<file path="src/rtl/mem_arb_pkg.sv">
// Shared types and constants for the two-requester memory-port arbiter.
package mem_arb_pkg;

    typedef enum logic [1:0] {
        ST_IDLE  = 2'd0,
        ST_ISSUE = 2'd1,
        ST_WAIT  = 2'd2,
        ST_DONE  = 2'd3
    } state_e;

    localparam logic GNT_FETCH = 1'b0;
    localparam logic GNT_DATA  = 1'b1;

    localparam int MAX_LATENCY = 4;
    localparam int CNT_W       = $clog2(MAX_LATENCY + 1);

endpackage

</file>
<file path="src/rtl/rr_pick2.sv">
// Combinational two-way round-robin picker; the caller owns last_grant.
module rr_pick2
    import mem_arb_pkg::*;
(
    input  logic req_fetch,
    input  logic req_data,
    input  logic last_grant,
    output logic grant,
    output logic valid
);

    always_comb begin
        valid = req_fetch | req_data;
        grant = GNT_FETCH;
        if (req_fetch && req_data) begin
            // On conflict, favour whichever port was not served last.
            grant = (last_grant == GNT_FETCH) ? GNT_DATA : GNT_FETCH;
        end else if (req_data) begin
            grant = GNT_DATA;
        end
    end

endmodule

</file>
<file path="src/rtl/mem_arbiter.sv">
// Serialises fetch and load/store accesses onto the single memory port,
// strobing once per access and waiting the memory's fixed read latency.
module mem_arbiter
    import mem_arb_pkg::*;
#(
    parameter int MEM_LATENCY = 1
) (
    input  logic        CLK,
    input  logic        RES,
    input  logic        iReq,
    input  logic [31:0] iAddr,
    output logic        iDone,
    output logic [31:0] iRdata,
    input  logic        dReq,
    input  logic        dWe,
    input  logic [31:0] dAddr,
    input  logic [31:0] dWdata,
    output logic        dDone,
    output logic [31:0] dRdata,
    output logic        err,
    output logic        memRead,
    output logic        memWrite,
    output logic [31:0] memAddr,
    output logic [31:0] memDataIn,
    input  logic [31:0] memDataOut
);

    localparam logic [CNT_W-1:0] LAT = CNT_W'(MEM_LATENCY);
    localparam logic [CNT_W-1:0] ONE = CNT_W'(1);

    state_e             state_q, state_d;
    logic [CNT_W-1:0]   cnt_q, cnt_d;
    logic               last_grant_q, last_grant_d;
    logic               gnt_q, gnt_d;
    logic               we_q, we_d;
    logic               mis_q, mis_d;
    logic [31:0]        mem_addr_q, mem_addr_d;
    logic [31:0]        mem_data_in_q, mem_data_in_d;
    logic [31:0]        i_rdata_q, i_rdata_d;
    logic [31:0]        d_rdata_q, d_rdata_d;

    logic               pick_grant;
    logic               pick_valid;
    logic [31:0]        sel_addr;
    logic               sel_mis;

    rr_pick2 u_pick (
        .req_fetch  (iReq),
        .req_data   (dReq),
        .last_grant (last_grant_q),
        .grant      (pick_grant),
        .valid      (pick_valid)
    );

    assign sel_addr = (pick_grant == GNT_DATA) ? dAddr : iAddr;
    assign sel_mis  = |sel_addr[1:0];

    always_ff @(posedge CLK or posedge RES) begin
        if (RES) begin
            state_q       <= ST_IDLE;
            cnt_q         <= '0;
            last_grant_q  <= GNT_FETCH;
            gnt_q         <= GNT_FETCH;
            we_q          <= 1'b0;
            mis_q         <= 1'b0;
            mem_addr_q    <= '0;
            mem_data_in_q <= '0;
            i_rdata_q     <= '0;
            d_rdata_q     <= '0;
        end else begin
            state_q       <= state_d;
            cnt_q         <= cnt_d;
            last_grant_q  <= last_grant_d;
            gnt_q         <= gnt_d;
            we_q          <= we_d;
            mis_q         <= mis_d;
            mem_addr_q    <= mem_addr_d;
            mem_data_in_q <= mem_data_in_d;
            i_rdata_q     <= i_rdata_d;
            d_rdata_q     <= d_rdata_d;
        end
    end

    always_comb begin
        state_d = state_q;
        unique case (state_q)
            ST_IDLE:  if (pick_valid) state_d = sel_mis ? ST_DONE : ST_ISSUE;
            ST_ISSUE: state_d = ST_WAIT;
            ST_WAIT:  if (cnt_q == ONE) state_d = ST_DONE;
            ST_DONE:  state_d = ST_IDLE;
            default:  state_d = ST_IDLE;
        endcase
    end

    always_comb begin
        cnt_d         = cnt_q;
        last_grant_d  = last_grant_q;
        gnt_d         = gnt_q;
        we_d          = we_q;
        mis_d         = mis_q;
        mem_addr_d    = mem_addr_q;
        mem_data_in_d = mem_data_in_q;
        i_rdata_d     = i_rdata_q;
        d_rdata_d     = d_rdata_q;
        unique case (state_q)
            ST_IDLE: begin
                if (pick_valid) begin
                    last_grant_d = pick_grant;
                    gnt_d        = pick_grant;
                    we_d         = (pick_grant == GNT_DATA) && dWe;
                    mis_d        = sel_mis;
                    if (!sel_mis) begin
                        mem_addr_d = sel_addr;
                        if (pick_grant == GNT_DATA && dWe) mem_data_in_d = dWdata;
                    end else if (pick_grant == GNT_DATA) begin
                        d_rdata_d = '0;
                    end else begin
                        i_rdata_d = '0;
                    end
                end
            end
            ST_ISSUE: cnt_d = LAT;
            ST_WAIT: begin
                cnt_d = cnt_q - ONE;
                // Final wait cycle: memory output is valid now, writes just time out.
                if (cnt_q == ONE && !we_q) begin
                    if (gnt_q == GNT_DATA) d_rdata_d = memDataOut;
                    else                   i_rdata_d = memDataOut;
                end
            end
            default: ;
        endcase
    end

    always_comb begin
        memRead   = (state_q == ST_ISSUE) && !we_q;
        memWrite  = (state_q == ST_ISSUE) && we_q;
        iDone     = (state_q == ST_DONE) && (gnt_q == GNT_FETCH);
        dDone     = (state_q == ST_DONE) && (gnt_q == GNT_DATA);
        err       = (state_q == ST_DONE) && mis_q;
        memAddr   = mem_addr_q;
        memDataIn = mem_data_in_q;
        iRdata    = i_rdata_q;
        dRdata    = d_rdata_q;
    end

endmodule
</file>
<file path="config.mk">
export PLATFORM = sky130hd
export DESIGN_NAME = mem_arbiter
export DESIGN_NICKNAME = d
export VERILOG_FILES = /design/src/rtl/mem_arb_pkg.sv /design/src/rtl/rr_pick2.sv /design/src/rtl/mem_arbiter.sv
export SDC_FILE = /design/constraint.sdc
export NUM_CORES = 1
export LEC_CHECK = 0
export CORE_MARGIN = 8
export CORE_UTILIZATION = 30
export DETAILED_ROUTE_END_ITERATION = 7
export PLACE_DENSITY = 0.66
export SYNTH_ARGS = -nofsm -noshare
export SYNTH_HDL_FRONTEND = slang
export SYNTH_SLANG_ARGS = --single-unit
</file>
<file path="constraint.sdc">
create_clock -name CLK -period 12.4 [get_ports CLK]
set_input_delay 2.48 -clock CLK [delete_from_list [all_inputs] [get_ports CLK]]
set_output_delay 2.48 -clock CLK [all_outputs]
set_load 0.01 [all_outputs]
</file>
==> impl_metrics.tcl, run 1 <==
set metrics [dict create \
    die_h_um 159 \
    cts_sinks 136 \
    yosysWarnings 0 \
    synth_compound_area_frac 0.0230 \
    portBuffers 265 \
    cp.required_ps 12700 \
    drive_gt1_frac 0.288 \
    cts_buffer_depth 2 \
    via_per_inst 4.35 \
    antenna_found_initial 0 \
    worstMarginPinSlew_ps 1060 \
    post_cts_buffers 0 \
    synthXorXnorAreaFrac 0 \
    hold_class "reg -> reg" \
    synth_area_leaders "dfrtp_1 55%, mux2_2 18%, mux2_4 14%" \
    finalSetupTns_ps 0 \
    relSlewSlack 0.289 \
    final-setup-viol-count 0 \
    place.gp.congestion 0.829 \
    status "completed" \
    final_area_um2 9650 \
    dpl_worst_slack_ps 6750 \
    grtUsageTotal 0.138 \
    endpoint_kind "flip-flop" \
    criticalPathCategory "in -> reg" \
    crit_path_start_kind "input port" \
    core_area_um2 20200 \
    nFillCells 1777 \
    drc 0 \
    nets 809 \
    grt_pass1_vias 4820 \
    synth.distinct_cells 33 \
    num_vias 4148 \
    final_core_util 0.479 \
    hold_viol 0 \
    cts_tree "yes" \
    dp_hpwl_um 13100 \
    syn_area_um2 6150 \
    cap_viol_max_count 0 \
    crit_slowest_cell "a21boi_4" \
    h-tree-depth 4 \
    rsz0062_at_grt "false" \
    syn-num-nets 539 \
    finalPower_uw 2240 \
    synth_mux_area_frac 0.324 \
    max_stage_delay_ps 860 \
    drv_slew 0 \
    io_pins 266 \
    synth_top_area_frac 0.553 \
    hold_buffers 0 \
    cts-buffers-inserted 17 \
    setup_ws_ps 7230 \
    timing.final.crit_share 0.417 \
    yosysTopAreaCell "dfrtp_1" \
    diodes 0 \
    post_drt_wl_per_cell_um 18.4 \
    dieArea_um2 25300 \
    synthCells 400 \
    arrival_ps 5470 \
    grt_overflow 0 \
    postCtsResizedCells 0 \
    synth_top_family_by_area "multiplexers" \
    crit_chain "clkdlybuf4s50_1 > a21boi_4 > o21ai_0 > o211ai_4 > buf_4 > mux2_2" \
    postPlaceCellArea_um2 9050 \
    synth.avg_cell_area_um2 15.4 \
    min_period_ps 5170 \
    synthSimpleGateAreaFrac 0.0570 \
    max_freq_mhz 193 \
    critical_path_peak_fanout 34 \
    ys_ff_latch 136 \
    clock_tree.root_cell "clkbuf_16" \
    synth_edf_count 0 \
    wl_um 17500 \
    synthAdderAreaFrac 0.0122 \
    grt_max_degree 76 \
    initial_utilization 0.305 \
    synth_top_flop_cell "dfrtp_1" \
    row_count 52 \
    synthArstFlopShare 1.00 \
    ys_seq_area_frac 0.553 \
    clk_latency_ps 410 \
    power_density_nw_per_um2 232 \
    clk_pin_slew_ps 60 \
    die_w_um 159 \
    grt_pass1_wl_um 27900 \
    peakVddDrop_uv 97.7 \
    syn2layout_area_growth_pct 56.9 \
    finClkSkew_ps 7.40 \
    ant_nets 0 \
    power_leakage_uw 0.00429 \
    drt_iter0_drc 131 \
    first_pass_iters 4 \
]
==> cells in the final DEF (no fill, tap or decap), types with 3 or more instances in the layout <==
cell             count
mux2_4              57
inv_6                3
a21oi_1              3
ha_1                 6
dfrtp_1            136
buf_4                6
nor2_1               5
bufinv_16            3
clkdlybuf4s50_1    265
nor2b_1              4
mux2_2              97
clkbuf_16           17
o21ai_0              5
inv_1                7
clkinv_2             4
nand2_1              3
and2_1              35
==> logic make-up after synthesis <==
| family | count (synthesis) |
|---|---|
| adders and majority gates | 6 |
| muxes | 158 |
| and+or+nand+nor | 57 |
| AOI/OAI and AO/OA | 15 |
| DFF | 136 |
| buffers and inverters | 28 |
==> per-layer routing <==
layer  up-vias  GRT usage  wire, um
met2       162      0.237      8780
met5         -          0         0
met3        25     0.0610      1460
met1      2031      0.148      6850
li1       1930          -         -
met4         0     0.0510       398
==> power breakdown <==
part	leakage, uW	internal (uW)	switching [uW]	total (uW)
Combinational	0.00223	612	401	1010
Clock	0.000302	328	194	522
Sequential	0.00175	610	95.0	705
==> cells in the mapped netlist, types with 2 or more instances <==
library cell  number
clkbuf_1           4
inv_1              8
a21oi_1            3
mux2i_1            2
nand3b_1           2
dfrtp_1          136
buf_4              4
buf_1              2
nor2_1             5
nand3_1            2
nor2b_1            4
ha_1               6
mux2_4            57
mux2_2            97
o21ai_0            5
and2_1            35
mux2_1             2
nand2_1            3
buf_6              9
==> area by class of cell <==
type	instances	area [um^2]	share of cell area
clock buffer	21	460	0.0477
clock inverter	11	145	0.0150
inverter	8	35.0	0.00363
multi-input combinational	236	2570	0.267
sequential	136	3400	0.353
tap	270	338	0.0350
timing repair buffer	271	2700	0.279
==> stage by stage <==
step	std cells	hold WS, ps
3_3_place_gp	921	475
4_1_cts	953	506
6_report	953	502
5_1_grt	953	518
2_1_floorplan	400	485
3_5_place_dp	921	489
==> registers in the layout, indices dropped and copies added (netlist names) <==
signal	flops
dRdata	32
iRdata	32
memAddr	32
memDataIn	32
cnt_q	3
state_q	2
gnt_q	1
mis_q	1
we_q	1
==> critical path, delay by kind of cell <==
kind / cells / cell delay (ps)
compound gates: 3 / 1610
mux: 1 / 380
buf+inv: 2 / 1000
==> worst paths after layout <==
| kind | start | end | slack (ps) | depth (start not counted) |
|---|---|---|---|---|
| setup reg to reg | gnt_q | iRdata[31] | 9340 | 5 |
| max in group asynchronous | RES | dRdata[21] | 8470 | 3 |
| min in group asynchronous | RES | memDataIn[2] | 2490 | 2 |
| hold / removal | memDataIn[30] | memDataIn[30] | 500 | 1 |
| setup / recovery | dReq | iRdata[31] | 7230 | 6 |
| hold reg to reg | memDataIn[30] | memDataIn[30] | 500 | 1 |
(Power assumes the default switching activity.)
==> inputs of run 2 (changes only) <==
==> constraint.sdc (replaced) <==
create_clock -name CLK -period 5 [get_ports CLK]
set_input_delay 1 -clock CLK [delete_from_list [all_inputs] [get_ports CLK]]
set_output_delay 1 -clock CLK [all_outputs]
set_load 0.01 [all_outputs]
==> run 2 against run 1 <==
Highest routed layer unchanged. Sequential power grew 150%. Cell count grew 0.42%. Routed wire length shrank 0.18%. Worst setup slack lost 5100 ps. Largest power group unchanged. Sequential cell count is the same. Critical path type unchanged. Register-to-register slack lost 7100 ps.
==> impl_metrics.tcl, run 2 (synthesis gave the netlist of run 1 again) <==
set metrics [dict create \
    cp_num_buf_inv 2 \
    ant_nets 0 \
    wl_um 17500 \
    power_switching_uw 1720 \
    min_period_ps 2870 \
    timing.final.crit_share 0.575 \
    p_int_uw 3790 \
    final_common_cell "clkdlybuf4s50_1" \
    critical_path_peak_fanout 17 \
    h-tree-depth 4 \
    hold_buffers 0 \
    final_core_util 0.479 \
    crit_path_start_kind "input port" \
    final_area_um2 9660 \
    via_per_inst 4.41 \
    crit_chain "clkdlybuf4s50_1 > nor2_1 > and2b_1 > o221ai_4 > buf_4 > mux2_2" \
    grt_pass1_vias 4850 \
    peakVddDrop_uv 265 \
    first_pass_iters 4 \
    postCtsResizedCells 0 \
    dieArea_um2 25300 \
    area.sequential_um2 3400 \
    hold_class "reg -> reg" \
    crit_slowest_cell "o221ai_4" \
    crit_family "buffers and inverters" \
    cts_buffer_depth 2 \
    drc 0 \
    syn2layout_area_growth_pct 57.1 \
    arrival_ps 3170 \
    rsz0062_at_grt "false" \
    num_vias 4216 \
    finClkSkew_ps 10.9 \
    grt_max_degree 94 \
    max_freq_mhz 348 \
    final_cell_mix "265 x clkdlybuf4s50_1, 136 x dfrtp_1, 97 x mux2_2, 57 x mux2_4, 35 x and2_1" \
    worstHoldPathCells 1 \
    layoutNonFillerInstCount 957 \
    clock_tree.root_cell "clkbuf_16" \
    p_comb_frac 0.456 \
    crit_cells 6 \
    cap_viol_max_count 0 \
    die_w_um 159 \
    drv_slew 0 \
    criticalPathCategory "in -> reg" \
    core_area_um2 20200 \
    finalSetupTns_ps 0 \
    grt_use_met3 0.0569 \
    dp_cells 925 \
    whs_ps 502 \
    clk_pin_slew_ps 60 \
    initial_utilization 0.305 \
    nFillCells 1768 \
    power_leakage_uw 0.00429 \
    power_frac_seq 0.319 \
    multi_input_area_um2 2570 \
    ff2ff_path_depth 7 \
    power_density_nw_per_um2 570 \
    post_cts_buffers 0 \
    hold_viol 0 \
    postPlaceCellArea_um2 9080 \
    cp.required_ps 5300 \
    switching_share 0.312 \
    cts-buffers-inserted 17 \
    status "completed" \
    grt_pass1_wl_um 28400 \
    row_count 52 \
    grt_overflow 0 \
    final-setup-viol-count 0 \
    cts_tree "yes" \
    post_drt_wl_per_cell_um 18.2 \
    endpoint_kind "flip-flop" \
    nets 813 \
    worstMarginPinSlew_ps 889 \
    cts_sinks 136 \
    portBuffers 265 \
    drt_iter0_drc 203 \
    grt.met2_usage 0.233 \
    drive_gt1_frac 0.294 \
    diodes 0 \
    clk_latency_ps 420 \
    die_h_um 159 \
    antenna_found_initial 0 \
    max_stage_delay_ps 540 \
    p_clk_frac 0.225 \
    grtUsageTotal 0.141 \
    io_pins 266 \
    relSlewSlack 0.405 \
    met1_usage 0.164 \
    place.gp.congestion 0.833 \
    dp_hpwl_um 13300 \
    grt_busiest_layer "met2" \
]
[run 2: cell count changes in the layout (fill, tap and decap cells not counted)]
cell / delta
bufinv_16: -1
inv_6: +2
clkinv_2: -1
buf_4: +4
clkbuf_8: -1
clkinvlp_4: +2
clkbuf_1: -1
[run 2: layer usage]
metal / vias to the layer above / part of all wire
met2: 166 / 0.49
met1: 2086 / 0.42
met3: 19 / 0.072
met4: 0 / 0.018
met5: - / 0
li1: 1945 / -
[run 2: area by class of cell]
cell class,instances,area share
timing repair buffer,275,0.282
clock inverter,13,0.0148
tap,270,0.0350
sequential,136,0.352
multi-input combinational,236,0.266
clock buffer,19,0.0458
inverter,8,0.00363
[run 2: final timing paths]
check                              startpoint       endpoint  slack, ps
worst max-delay path                 dAddr[0]      dRdata[0]       2130
worst min-delay path            memDataIn[24]  memDataIn[24]        500
worst max register to register     state_q[0]     iRdata[24]       2250
worst min register to register  memDataIn[24]  memDataIn[24]        500
max in group asynchronous                 RES     dRdata[27]       3000
min in group asynchronous                 RES   memDataIn[3]       1150
[run 2: per-stage QoR]
stage,total power (uW),setup WS [ps]
after floorplan,3150,361
after global placement,4270,1670
after detailed placement,4320,1660
after CTS,5610,2100
after global routing,5840,2010
final,5510,2130
[run 2: power by group through the flow]
| stage | clock network [uW] | registers (uW) | logic (uW) |
|---|---|---|---|
| after floorplan | 0 | 1910 | 1240 |
| after global placement | 0 | 1760 | 2510 |
| after detailed placement | 0 | 1770 | 2560 |
| after CTS | 1280 | 1760 | 2570 |
| after global routing | 1340 | 1810 | 2690 |
| final | 1240 | 1750 | 2510 |
